### src/rtl/morph_frame_ctrl.sv
// Frame-level controller for the 1-bit erosion/dilation chain: shadows host mode
// commands, applies them at frame start, tracks pixel coordinates and checks geometry.
module morph_frame_ctrl #(
    parameter logic [10:0] IMG_HDISP = 11'd1024,
    parameter logic [10:0] IMG_VDISP = 11'd768
) (
    input  logic        clk,
    input  logic        rst_n,
    input  logic        cfg_valid,
    output logic        cfg_ready,
    input  logic [1:0]  cfg_mode,
    input  logic        cfg_border,
    input  logic        per_frame_vsync,
    input  logic        per_frame_href,
    input  logic        per_frame_clken,
    output logic [1:0]  stage1_sel,
    output logic [1:0]  stage2_sel,
    output logic        border_flag,
    output logic        border_val,
    output logic [10:0] pix_x,
    output logic [10:0] pix_y,
    output logic [1:0]  active_mode,
    output logic        frame_busy,
    output logic        frame_done,
    output logic        size_err,
    output logic [7:0]  err_cnt
);

    typedef enum logic [1:0] {IDLE, ACTIVE, CHECK} state_t;

    localparam logic [10:0] H_LAST  = IMG_HDISP - 11'd1;
    localparam logic [10:0] V_LAST  = IMG_VDISP - 11'd1;
    localparam logic [10:0] CNT_MAX = 11'h7FF;

    state_t      state;
    logic        vsync_d;
    logic        href_d;
    logic        pending;
    logic [1:0]  shadow_mode;
    logic        shadow_border;
    logic [10:0] x_cnt;
    logic [10:0] y_cnt;
    logic        line_err;
    logic        vs_rise;
    logic        vs_fall;
    logic        href_fall;
    logic        pix_strobe;
    logic        frame_bad;

    function automatic logic [3:0] stage_decode(input logic [1:0] mode);
        logic [3:0] sel;
        case (mode)
            2'b01:   sel = {2'd1, 2'd0};
            2'b10:   sel = {2'd2, 2'd0};
            2'b11:   sel = {2'd1, 2'd2};
            default: sel = {2'd0, 2'd0};
        endcase
        return sel;
    endfunction

    assign vs_rise    = per_frame_vsync & ~vsync_d;
    assign vs_fall    = ~per_frame_vsync & vsync_d;
    assign href_fall  = ~per_frame_href & href_d;
    assign pix_strobe = per_frame_clken & per_frame_href;
    assign frame_bad  = line_err | (y_cnt != IMG_VDISP);

    // vsync_d resets high so a vsync already asserted at reset release is not taken as a rise
    always_ff @(posedge clk or negedge rst_n) begin
        if (!rst_n) begin
            vsync_d <= 1'b1;
            href_d  <= 1'b0;
        end else begin
            vsync_d <= per_frame_vsync;
            href_d  <= per_frame_href;
        end
    end

    // Apply and accept are mutually exclusive: apply needs pending, accept needs !pending
    always_ff @(posedge clk or negedge rst_n) begin
        if (!rst_n) begin
            pending       <= 1'b0;
            shadow_mode   <= 2'b00;
            shadow_border <= 1'b0;
            active_mode   <= 2'b00;
            border_val    <= 1'b0;
            stage1_sel    <= 2'd0;
            stage2_sel    <= 2'd0;
        end else if (vs_rise && pending) begin
            active_mode              <= shadow_mode;
            border_val               <= shadow_border;
            {stage1_sel, stage2_sel} <= stage_decode(shadow_mode);
            pending                  <= 1'b0;
        end else if (cfg_valid && !pending) begin
            shadow_mode   <= cfg_mode;
            shadow_border <= cfg_border;
            pending       <= 1'b1;
        end
    end

    always_ff @(posedge clk or negedge rst_n) begin
        if (!rst_n) begin
            state    <= IDLE;
            x_cnt    <= 11'd0;
            y_cnt    <= 11'd0;
            line_err <= 1'b0;
            err_cnt  <= 8'd0;
        end else begin
            case (state)
                IDLE: begin
                    if (vs_rise) begin
                        state    <= ACTIVE;
                        x_cnt    <= 11'd0;
                        y_cnt    <= 11'd0;
                        line_err <= 1'b0;
                    end
                end
                ACTIVE: begin
                    if (pix_strobe) begin
                        if (x_cnt != CNT_MAX) x_cnt <= x_cnt + 11'd1;
                    end else if (href_fall) begin
                        if (x_cnt != IMG_HDISP) line_err <= 1'b1;
                        x_cnt <= 11'd0;
                        if (y_cnt != CNT_MAX) y_cnt <= y_cnt + 11'd1;
                    end
                    if (vs_fall) state <= CHECK;
                end
                CHECK: begin
                    if (frame_bad && err_cnt != 8'hFF) err_cnt <= err_cnt + 8'd1;
                    if (vs_rise) begin
                        state    <= ACTIVE;
                        x_cnt    <= 11'd0;
                        y_cnt    <= 11'd0;
                        line_err <= 1'b0;
                    end else begin
                        state <= IDLE;
                    end
                end
                default: state <= IDLE;
            endcase
        end
    end

    assign cfg_ready   = ~pending;
    assign frame_busy  = (state == ACTIVE);
    assign frame_done  = (state == CHECK);
    assign size_err    = frame_done & frame_bad;
    assign pix_x       = x_cnt;
    assign pix_y       = y_cnt;
    assign border_flag = per_frame_href & (state == ACTIVE) &
                         ((x_cnt == 11'd0) | (x_cnt == H_LAST) |
                          (y_cnt == 11'd0) | (y_cnt == V_LAST));

endmodule
### config.mk
export PLATFORM = sky130hd
export DESIGN_NAME = morph_frame_ctrl
export DESIGN_NICKNAME = d
export VERILOG_FILES = /design/src/rtl/morph_frame_ctrl.sv
export SDC_FILE = /design/constraint.sdc
export NUM_CORES = 1
export LEC_CHECK = 0
export BUFFER_PORTS_ARGS = -buffer_cell sky130_fd_sc_hd__buf_2
export CAP_MARGIN = 20
export CORE_MARGIN = 2
export CORE_UTILIZATION = 45
export CTS_CLUSTER_DIAMETER = 200
export DETAILED_ROUTE_END_ITERATION = 8
export GPL_TIMING_DRIVEN = 0
export PLACE_DENSITY = 0.69
export SLEW_MARGIN = 25
export SYNTH_ARGS = -nofsm -noshare
export SYNTH_HDL_FRONTEND = slang
export SYNTH_SLANG_ARGS = --single-unit
### constraint.sdc
create_clock -name clk -period 2.05 [get_ports clk]
set_input_delay 0.41 -clock clk [delete_from_list [all_inputs] [get_ports clk]]
set_output_delay 0.41 -clock clk [all_outputs]
set_load 0.03 [all_outputs]
==> results.ini, run 1 <==
[synthesis]
avgSynthCellArea_um2=10.0
yosysWarnings=0
synth_top_area_share_pct=46.4
yosysTopAreaCell=dfrtp_1
ys_seq_elements=45
syn-num-nets=251
syn-cell-area_um2=2370
synth.area.top_cells=dfrtp_1 46%, a31oi_1 5.5%, nand3_1 4.2%, mux2_2 3.8%, and3_1 3.2%
yosysSeqAreaShare_pct=47.5
synth_edf_count=0
synth_top_flop_cell=dfrtp_1
synthCells=237
synth_cell_types=47
synthArstFlopShare_pct=100

[clock_network]
cts.sinks=45
h-tree-depth=2
clk_pin_slew_ns=0.09
worst_skew_pair.late_latency_ns=0.30
holdBufCountCts=0
cts_root_buf=clkbuf_8
numCtsBuffers=5
clockBufferDepth=2
cts_tree=built

[sta]
worst_slack_ns=-0.205
drv_slew=0
rsz0062_at_grt=true
period_share_pct=110
setup-tns-final_ns=-0.275
hold_ws_ns=0.0997
hold_viol=0
slew_headroom_pct=61.1
period_minus_slack_ns=2.26
skew_ns=0.00722
worst_pin_slew_ns=0.584
fmax_mhz=443
setup_viol=2

[critical_path]
reg2regPathDepth=8
crit_fanout=7
start_kind=register
cp_cell_sequence=and4_1 > clkbuf_1 > nand3_1 > a211oi_2 > o211a_2 > buf_6
crit_cells=6
cp_slowest_stage_delay_ns=0.46
r2r-start=pix_y[1]
critPathRequiredTime_ns=1.64
path_delay_family=flip-flops
crit_buf_inv=2
arrival_ns=1.85
endpoint_kind=output port
path_class=register to output port
reg2reg_to=err_cnt[1]
r2r_slack_ns=0.13
cpMaxStageDelayCell=dfrtp_1

[finish]
stdcell_count=366
multiInputGateArea_um2=1180
diodes=0
fillers=490
stdcell_area_um2=2880
ff_latch_area_um2=1140
synthToLayoutAreaGrowth_pct=21.3
drive_gt1_share_pct=33.4
nets=309

[global_route]
grt_pass1_wl_mm=9.05
track_usage_pct=19.0
grt-ovfl-total=0
grt_pass1_vias=1873
grt_max_degree=46
antenna_found_initial=0

[die]
floorplan.die.height_um=76.6
start_util_pct=46.5
die_area_um2=5870
row_count=26
coreArea_um2=5110
ios=51
die_x_um=76.6

[place]
io_buffers=49
gp_congestion=0.844
post-dp-hpwl_mm=3.64
dp_slack_ns=-0.0975
dp.cells=356
placed_cell_area_um2=2720

[drt]
drt_iter0_markers=91
via_per_inst=5.46
drcViolationCount=0
num_vias=1999
ant_nets=0
wirelength_mm=5.28
wire_per_inst_um=14.4
drtPass1Iterations=6

[power]
cellLeakagePower_uw=0.00133
peakVddDrop_uv=519
power.density_nw_per_um2=1010

[outcome]
violations=negative setup slack
status=finished, violations left

[job]
drv_cap=0

[hold_path]
hold_path_class=input port to async pin

-- layer usage --
metal	vias to the layer above	track usage, %	routed length, um
met5	-	0	0
met3	6	4.50	254
li1	987	-	-
met4	0	5.45	61
met2	52	30.8	2450
met1	954	25.6	2510
-- per-stage QoR --
stage | total power [uW] | util [%]
floorplan | 1990 | -
global placement | 2280 | 53.3
detailed placement | 2300 | 53.3
CTS | 2880 | 55.4
global route | 3100 | 56.4
finish | 2910 | 56.4
-- worst max-delay path by stage --
stage	end	start
5_1_grt	border_flag	pix_y[1]
3_3_place_gp	border_flag	pix_y[0]
4_1_cts	border_flag	pix_y[0]
2_1_floorplan	border_flag	pix_x[0]
3_5_place_dp	border_flag	pix_y[0]
6_report	border_flag	pix_y[5]
-- power breakdown --
group	switching [uW]	total, uW	leakage [uW]	internal (uW)
logic	682	1100	0.000717	417
clock network	305	545	0.0000374	240
registers	198	1270	0.000574	1070
total	1190	2910	0.00133	1720
-- flip-flops by register name (all words and copies together) (netlist names), 2 cells and up --
name	flops
active_mode	2
err_cnt	8
pix_x	11
pix_y	11
shadow_mode	2
stage1_sel	2
state	2
-- cell usage in the layout, fill, tap and decap left out, types with 2 or more instances in the layout --
cell type and n:
a21oi_1 4, a31oi_1 21, and3_1 10, and3_2 3, and4_1 3, buf_2 48
buf_4 6, buf_6 3, clkbuf_1 4, clkbuf_8 5, clkinvlp_4 2, dfrtp_1 36
dfrtp_2 8, ha_1 4, inv_1 12, inv_2 2, mux2_2 8, mux2i_1 3
nand2_1 18, nand2b_1 8, nand3_1 20, nand4_1 6, nor2_1 8, nor2b_1 2
nor3_1 4, nor4_1 5, o21a_1 2, o21ai_0 8, o21ai_1 2, xnor2_1 7
-- logic make-up after synthesis --
logic type | share of synthesized area, %
AOI/OAI and AO/OA | 13.3
xor gates and xnor gates | 2.58
adders and majority gates | 2.64
buffers and inverters | 4.22
DFF | 47.5
muxes | 5.69
other | 0.158
and+or+nand+nor | 23.9
-- synthesized netlist by cell type, drive strengths merged (2+ instances only) --
cell type  count
clkbuf         5
and4           3
ha             5
a21oi          4
nor4           5
nand2         19
nor2b          2
a41oi          2
a31oi         21
mux2           9
mux2i          3
inv           14
dfrtp         44
o21ai         10
nor3           5
nor2           8
o21a           2
nand4          6
and4bb         2
xnor2          7
nand3         20
and3          14
nand2b         8
buf            4
-- cell type report --
class                           count  area share [%]
Clock inverter                      2           0.522
Inverter                           14            1.83
Timing Repair Buffer               53            10.1
Tap cell                           70            3.04
Buffer                              7            1.39
Sequential cell                    45            39.5
Multi-Input combinational cell    169            41.1
Clock buffer                        6            2.52
-- repair_timing --
action	in CTS	in global routing
resized for setup	10	6
buffers inserted	1	3
pin swaps	3	4
endpoints found under the setup margin	2	2
-- worst register-to-register path: stages, from the launching register on --
cell	delay (ns)
dfrtp_2	0.41
inv_2	0.07
ha_4	0.15
nor4b_4	0.12
buf_4	0.14
a311oi_4	0.33
buf_4	0.22
nand2_4	0.06
mux2_4	0.30
(Power assumes the default switching activity.)
==> run 2: changes to the inputs <==
--- a/config.mk
+++ b/config.mk
@@ -13,6 +13,7 @@
 export DETAILED_ROUTE_END_ITERATION = 8
 export GPL_TIMING_DRIVEN = 0
 export PLACE_DENSITY = 0.69
+export SETUP_SLACK_MARGIN = 0.4
 export SLEW_MARGIN = 25
 export SYNTH_ARGS = -nofsm -noshare
 export SYNTH_HDL_FRONTEND = slang
==> results.ini, run 2 (synthesized netlist as in run 1, its figures left out) <==
[power]
peakVddDrop_uv=651  ; +26%
power.switching_uw=1430  ; +21%
p_int_uw=2220  ; +29%
cellLeakagePower_uw=0.00168  ; +26%
power.density_nw_per_um2=1010  ; -0.28%
p_seq_share_pct=35.0  ; -8.5 points
clkPwrFrac_pct=16.7  ; -2.0 points
combPwrFrac_pct=48.3  ; +11 points
switching_share_pct=39.2  ; -1.5 points

[die]
floorplan.die.height_um=76.6  ; unchanged
die_x_um=76.6  ; unchanged
die_area_um2=5870  ; unchanged
coreArea_um2=5110  ; unchanged
ios=51  ; unchanged
row_count=26  ; unchanged
start_util_pct=46.5  ; unchanged

[global_route]
grt-ovfl-total=0  ; unchanged
antenna_found_initial=0  ; unchanged
grt_max_degree=46  ; unchanged
grt_pass1_vias=2053  ; +9.6%
grt_pass1_wl_mm=9.96  ; +10%
track_usage_pct=20.9  ; +1.9 points

[clock_network]
cts_tree=built
worst_skew_pair.late_latency_ns=0.31  ; about the same
h-tree-depth=2  ; unchanged
numCtsBuffers=5  ; unchanged
clockBufferDepth=2  ; unchanged
cts_root_buf=clkbuf_8
clk_pin_slew_ns=0.09  ; about the same
cts.sinks=45  ; unchanged

[critical_path]
crit_path_start=pix_y[4]
endpoint_kind=output port
r2r-start=pix_y[1]
arrival_ns=1.85  ; about the same
crit_fanout=7  ; unchanged
reg2regPathDepth=17  ; +9
path_class=register to output port
r2r_slack_ns=-0.14  ; -0.27 ns
critPathRequiredTime_ns=1.64  ; about the same
start_kind=register

[drt]
wire_per_inst_um=16.0  ; +11%
via_per_inst=5.50  ; +0.66%
drt_iter0_markers=129  ; +42%
wirelength_mm=6.48  ; +23%
drcViolationCount=0  ; unchanged
drtPass1Iterations=5  ; -1
num_vias=2232  ; +12%
ant_nets=0  ; unchanged

[sta]
drv_slew=0  ; unchanged
slew_headroom_pct=61.4  ; +0.31 points
hold_viol=0  ; unchanged
skew_ns=0.00846  ; +0.00123 ns
worst_pin_slew_ns=0.579  ; -0.00464 ns
setup_viol=2  ; unchanged
worst_slack_ns=-0.205  ; -0.000239 ns
rsz0062_at_grt=true
fmax_mhz=443  ; about the same
period_minus_slack_ns=2.26  ; +0.000239 ns
period_share_pct=110  ; about the same

[place]
gp_congestion=0.859  ; +1.7%
io_buffers=49  ; unchanged
dp.cells=356  ; unchanged
placed_cell_area_um2=2770  ; +1.7%
post-dp-hpwl_mm=3.65  ; +0.32%

[finish]
layout_commonest_cell=buf_2
drive_gt1_share_pct=52.4  ; +19 points
nets=349  ; +13%
diodes=0  ; unchanged
stdcell_area_um2=3620  ; +26%
synthToLayoutAreaGrowth_pct=52.5
stdcell_count=406  ; +11%
final_cell_mix=45 x buf_2, 33 x dfrtp_1, 32 x buf_6

[hold_path]
hold_path_class=input port to async pin

[outcome]
status=finished, violations left
violations=negative setup slack

[job]
drv_cap=0  ; unchanged

==> run 2: cell count changes in the layout (fill, tap and decap cells not counted), moves of 4 or more <==
| cell | change |
|---|---|
| clkbuf_1 | -4 |
| buf_4 | +10 |
| xnor2_2 | +4 |
| nand3_1 | -8 |
| a31oi_1 | -5 |
| buf_6 | +29 |
| nand3_2 | +5 |
| xnor2_1 | -4 |
==> run 2: final timing paths <==
path	end
max in group asynchronous	pix_x[1]
setup reg to reg	pix_y[1]
hold / removal	err_cnt[6]
hold reg to reg	stage2_sel[1]
setup / recovery	border_flag
min in group clk	vsync_d
==> run 2: power by group through the flow <==
| stage | combinational, uW | clock (uW) | sequential (uW) |
|---|---|---|---|
| after floorplan | 474 | 0 | 1540 |
| after CTS | 1570 | 624 | 1260 |
| after detailed placement | 1040 | 0 | 1300 |
| after global placement | 1030 | 0 | 1290 |
| final | 1760 | 609 | 1280 |
| after global routing | 1870 | 672 | 1310 |
==> run 2: critical path, stage by stage (launching register included) <==
cell	delay (ns)
dfrtp_2	0.46
and4_1	0.22
clkbuf_2	0.21
nand3_2	0.09
a211oi_2	0.22
o211a_2	0.21
buf_6	0.13
==> run 2: per-layer routing <==
| layer | up-vias | GRT usage [%] | share of wire [%] |
|---|---|---|---|
| met1 | 1078 | 29.8 | 45 |
| met3 | 10 | 3.67 | 4.5 |
| met4 | 0 | 7.82 | 1.5 |
| met2 | 65 | 32.0 | 49 |
| li1 | 1079 | - | - |
| met5 | - | 0 | 0 |
==> run 2: final cells by class <==
class                      count  area (um2)
buffer                         9        82.6
clock buffer                   6        82.6
clock inverter                 2        17.5
fill                         371        1490
inverter                      14        55.1
multi-input combinational    169        1430
sequential                    45        1140
tap                           70        87.6
timing repair buffer          91         723
==> run 2: through the flow <==
| stage | TNS [ns] | total power (uW) | hold WS [ns] | utilization, % | setup WS [ns] |
|---|---|---|---|---|---|
| after global routing | -0.558 | 3850 | 0.134 | 70.9 | -0.292 |
| after floorplan | 0 | 2010 | 0.114 | - | 0.0944 |
| after CTS | -0.362 | 3460 | 0.233 | 64.0 | -0.208 |
| final | -0.344 | 3650 | 0.0806 | 70.9 | -0.205 |
| after global placement | -0.0286 | 2310 | 0.463 | 54.2 | -0.0286 |
| after detailed placement | -0.0331 | 2340 | 0.474 | 54.2 | -0.0331 |
==> run 2: timing repair <==
action	CTS	global route
gates resized for setup	48	52
setup endpoints to repair	29	32
hold buffers	0	0
pin swaps	12	16
buffers inserted	30	10
gates cloned	0	2
==> run 3: changes to the inputs <==
--- a/config.mk
+++ b/config.mk
@@ -7,11 +7,12 @@
 export LEC_CHECK = 0
 export BUFFER_PORTS_ARGS = -buffer_cell sky130_fd_sc_hd__buf_2
 export CAP_MARGIN = 20
-export CORE_MARGIN = 2
+export CORE_MARGIN = 5
 export CORE_UTILIZATION = 45
 export CTS_CLUSTER_DIAMETER = 200
 export DETAILED_ROUTE_END_ITERATION = 8
 export GPL_TIMING_DRIVEN = 0
+export MAX_ROUTING_LAYER = met4
 export PLACE_DENSITY = 0.69
 export SETUP_SLACK_MARGIN = 0.4
 export SLEW_MARGIN = 25
==> results.ini, run 3 (synthesized netlist as in run 1, its figures left out) <==
[job]
drv_cap=0  ; unchanged

[die]
floorplan.die.height_um=82.6  ; +7.8%
row_count=26  ; unchanged
die_x_um=82.6  ; +7.8%
coreArea_um2=5110  ; unchanged
start_util_pct=46.5  ; unchanged
die_area_um2=6830  ; +16%
ios=51  ; unchanged

[critical_path]
crit_path_start=pix_y[1]
r2r_slack_ns=0.10  ; +0.24 ns
endpoint_kind=output port
path_class=register to output port
reg2reg_to=err_cnt[1]
cpMaxStageDelayCell=dfrtp_2
cp_cell_sequence=ha_4 > and3_4 > clkbuf_8 > nand3_2 > a211oi_2 > o211a_2 > buf_6
reg2regPathDepth=9  ; -8
r2r-start=pix_y[1]
crit_fanout=9  ; +2
start_kind=register
arrival_ns=1.86  ; about the same
cp_slowest_stage_delay_ns=0.42  ; -0.04 ns
critPathRequiredTime_ns=1.64  ; about the same

[finish]
final_cell_mix=45 x buf_2, 33 x dfrtp_1, 21 x a31oi_1, 17 x nand2_1, 15 x buf_4
stdcell_area_um2=3290  ; -9.2%
drive_gt1_share_pct=45.7  ; -6.7 points
stdcell_count=383  ; -5.7%
nets=326  ; -6.6%
diodes=0  ; unchanged
synthToLayoutAreaGrowth_pct=38.4
layout_commonest_cell=buf_2
fillers=422  ; +14%

[drt]
drt_iter0_markers=179  ; +39%
drcViolationCount=0  ; unchanged
ant_nets=0  ; unchanged
drtPass1Iterations=4  ; -1
wire_per_inst_um=16.4  ; +2.8%
num_vias=2164  ; -3.0%
via_per_inst=5.65  ; +2.8%
wirelength_mm=6.28  ; -3.0%

[global_route]
grt_pass1_wl_mm=9.52  ; -4.4%
grt-ovfl-total=0  ; unchanged
grt_pass1_vias=2066  ; +0.63%
grt_max_degree=46  ; unchanged
antenna_found_initial=0  ; unchanged
track_usage_pct=18.8  ; -2.1 points

[clock_network]
clockBufferDepth=2  ; unchanged
holdBufCountCts=0  ; unchanged
cts_root_buf=clkbuf_8
cts.sinks=45  ; unchanged
cts_tree=built
clk_pin_slew_ns=0.09  ; about the same
worst_skew_pair.late_latency_ns=0.31  ; about the same
h-tree-depth=2  ; unchanged
numCtsBuffers=5  ; unchanged

[place]
placed_cell_area_um2=2770  ; unchanged
dp_slack_ns=-0.0403  ; -0.00718 ns
dp.cells=356  ; unchanged
io_buffers=49  ; unchanged
post-dp-hpwl_mm=3.82  ; +4.5%
gp_congestion=0.805  ; -6.3%

[sta]
slew_headroom_pct=62.1  ; +0.70 points
worst_slack_ns=-0.216  ; -0.0105 ns
worst_pin_slew_ns=0.569  ; -0.0105 ns
drv_slew=0  ; unchanged
skew_ns=0.0181  ; +0.00965 ns
fmax_mhz=441  ; -0.46%
setup_viol=2  ; unchanged
period_minus_slack_ns=2.27  ; +0.0105 ns
hold_viol=0  ; unchanged
rsz0062_at_grt=true
period_share_pct=111  ; +0.51 points

[power]
cellLeakagePower_uw=0.00150  ; -10%
power.density_nw_per_um2=981  ; -2.7%
peakVddDrop_uv=660  ; +1.3%

[outcome]
status=finished, violations left
violations=negative setup slack

[hold_path]
hold_path_class=input port to async pin

run 3: changes by cell type in the layout (fill, tap and decap cells not counted), moves of 2 or more:
cell	change
nand3_2	-2
buf_6	-21
a31oi_4	-3
a31oi_2	-2
o21ai_2	-2
a31oi_1	+5
o21ai_0	+3
run 3: cell type report:
class | count | area, um2 | share of cell area (%)
Multi-Input combinational cell | 170 | 1390 | 42.2
Sequential cell | 45 | 1140 | 34.7
Timing Repair Buffer | 67 | 428 | 13.0
Buffer | 9 | 87.6 | 2.67
Tap cell | 70 | 87.6 | 2.67
Clock buffer | 6 | 82.6 | 2.51
Inverter | 14 | 55.1 | 1.68
Clock inverter | 2 | 17.5 | 0.533
run 3: where the power goes:
group | total, uW | internal, uW | switching [uW]
logic | 1320 | 549 | 774
registers | 1290 | 1070 | 219
clock network | 614 | 280 | 333
run 3: worst max path at each step:
| stage | depth (start not counted) | endpoint | slack (ns) |
|---|---|---|---|
| 3_3_place_gp | 7 | border_flag | -0.04 |
| 4_1_cts | 7 | border_flag | -0.23 |
| 6_report | 7 | border_flag | -0.22 |
| 5_1_grt | 7 | border_flag | -0.34 |
| 2_1_floorplan | 6 | border_flag | 0.09 |
| 3_5_place_dp | 7 | border_flag | -0.04 |
run 3: per-stage QoR:
step / setup TNS (ns) / hold slack, ns / total power [uW] / util (%)
6_report: -0.234 / 0.0798 / 3220 / 64.3
5_1_grt: -0.415 / 0.138 / 3400 / 64.3
4_1_cts: -0.368 / 0.221 / 3090 / 59.8
3_5_place_dp: -0.0403 / 0.474 / 2340 / 54.2
3_3_place_gp: -0.0393 / 0.464 / 2320 / 54.2
2_1_floorplan: 0 / 0.114 / 2010 / -
run 3: layer usage:
metal	wire length (um)	track usage, %	vias to the layer above
met5	0	-	-
met4	103	6.70	0
met3	303	4.45	11
met2	3020	28.3	66
met1	2860	24.9	1060
li1	-	-	1027
run 3: repair_timing:
item / 4_1_cts / 5_1_grt
endpoints found under the hold margin: 0 / 0
pin swaps: 3 / 8
setup endpoints to repair: 29 / 31
setup buffers: 9 / 8
resized for setup: 32 / 34
gates cloned: 0 / 2
run 3: worst max-delay path, delay by kind of cell (launching register included):
kind	cells	cell delay, ns
simple gates	2	0.25
compound gates	2	0.44
buf+inv	2	0.29
fa+ha+maj	1	0.15
flops	1	0.42
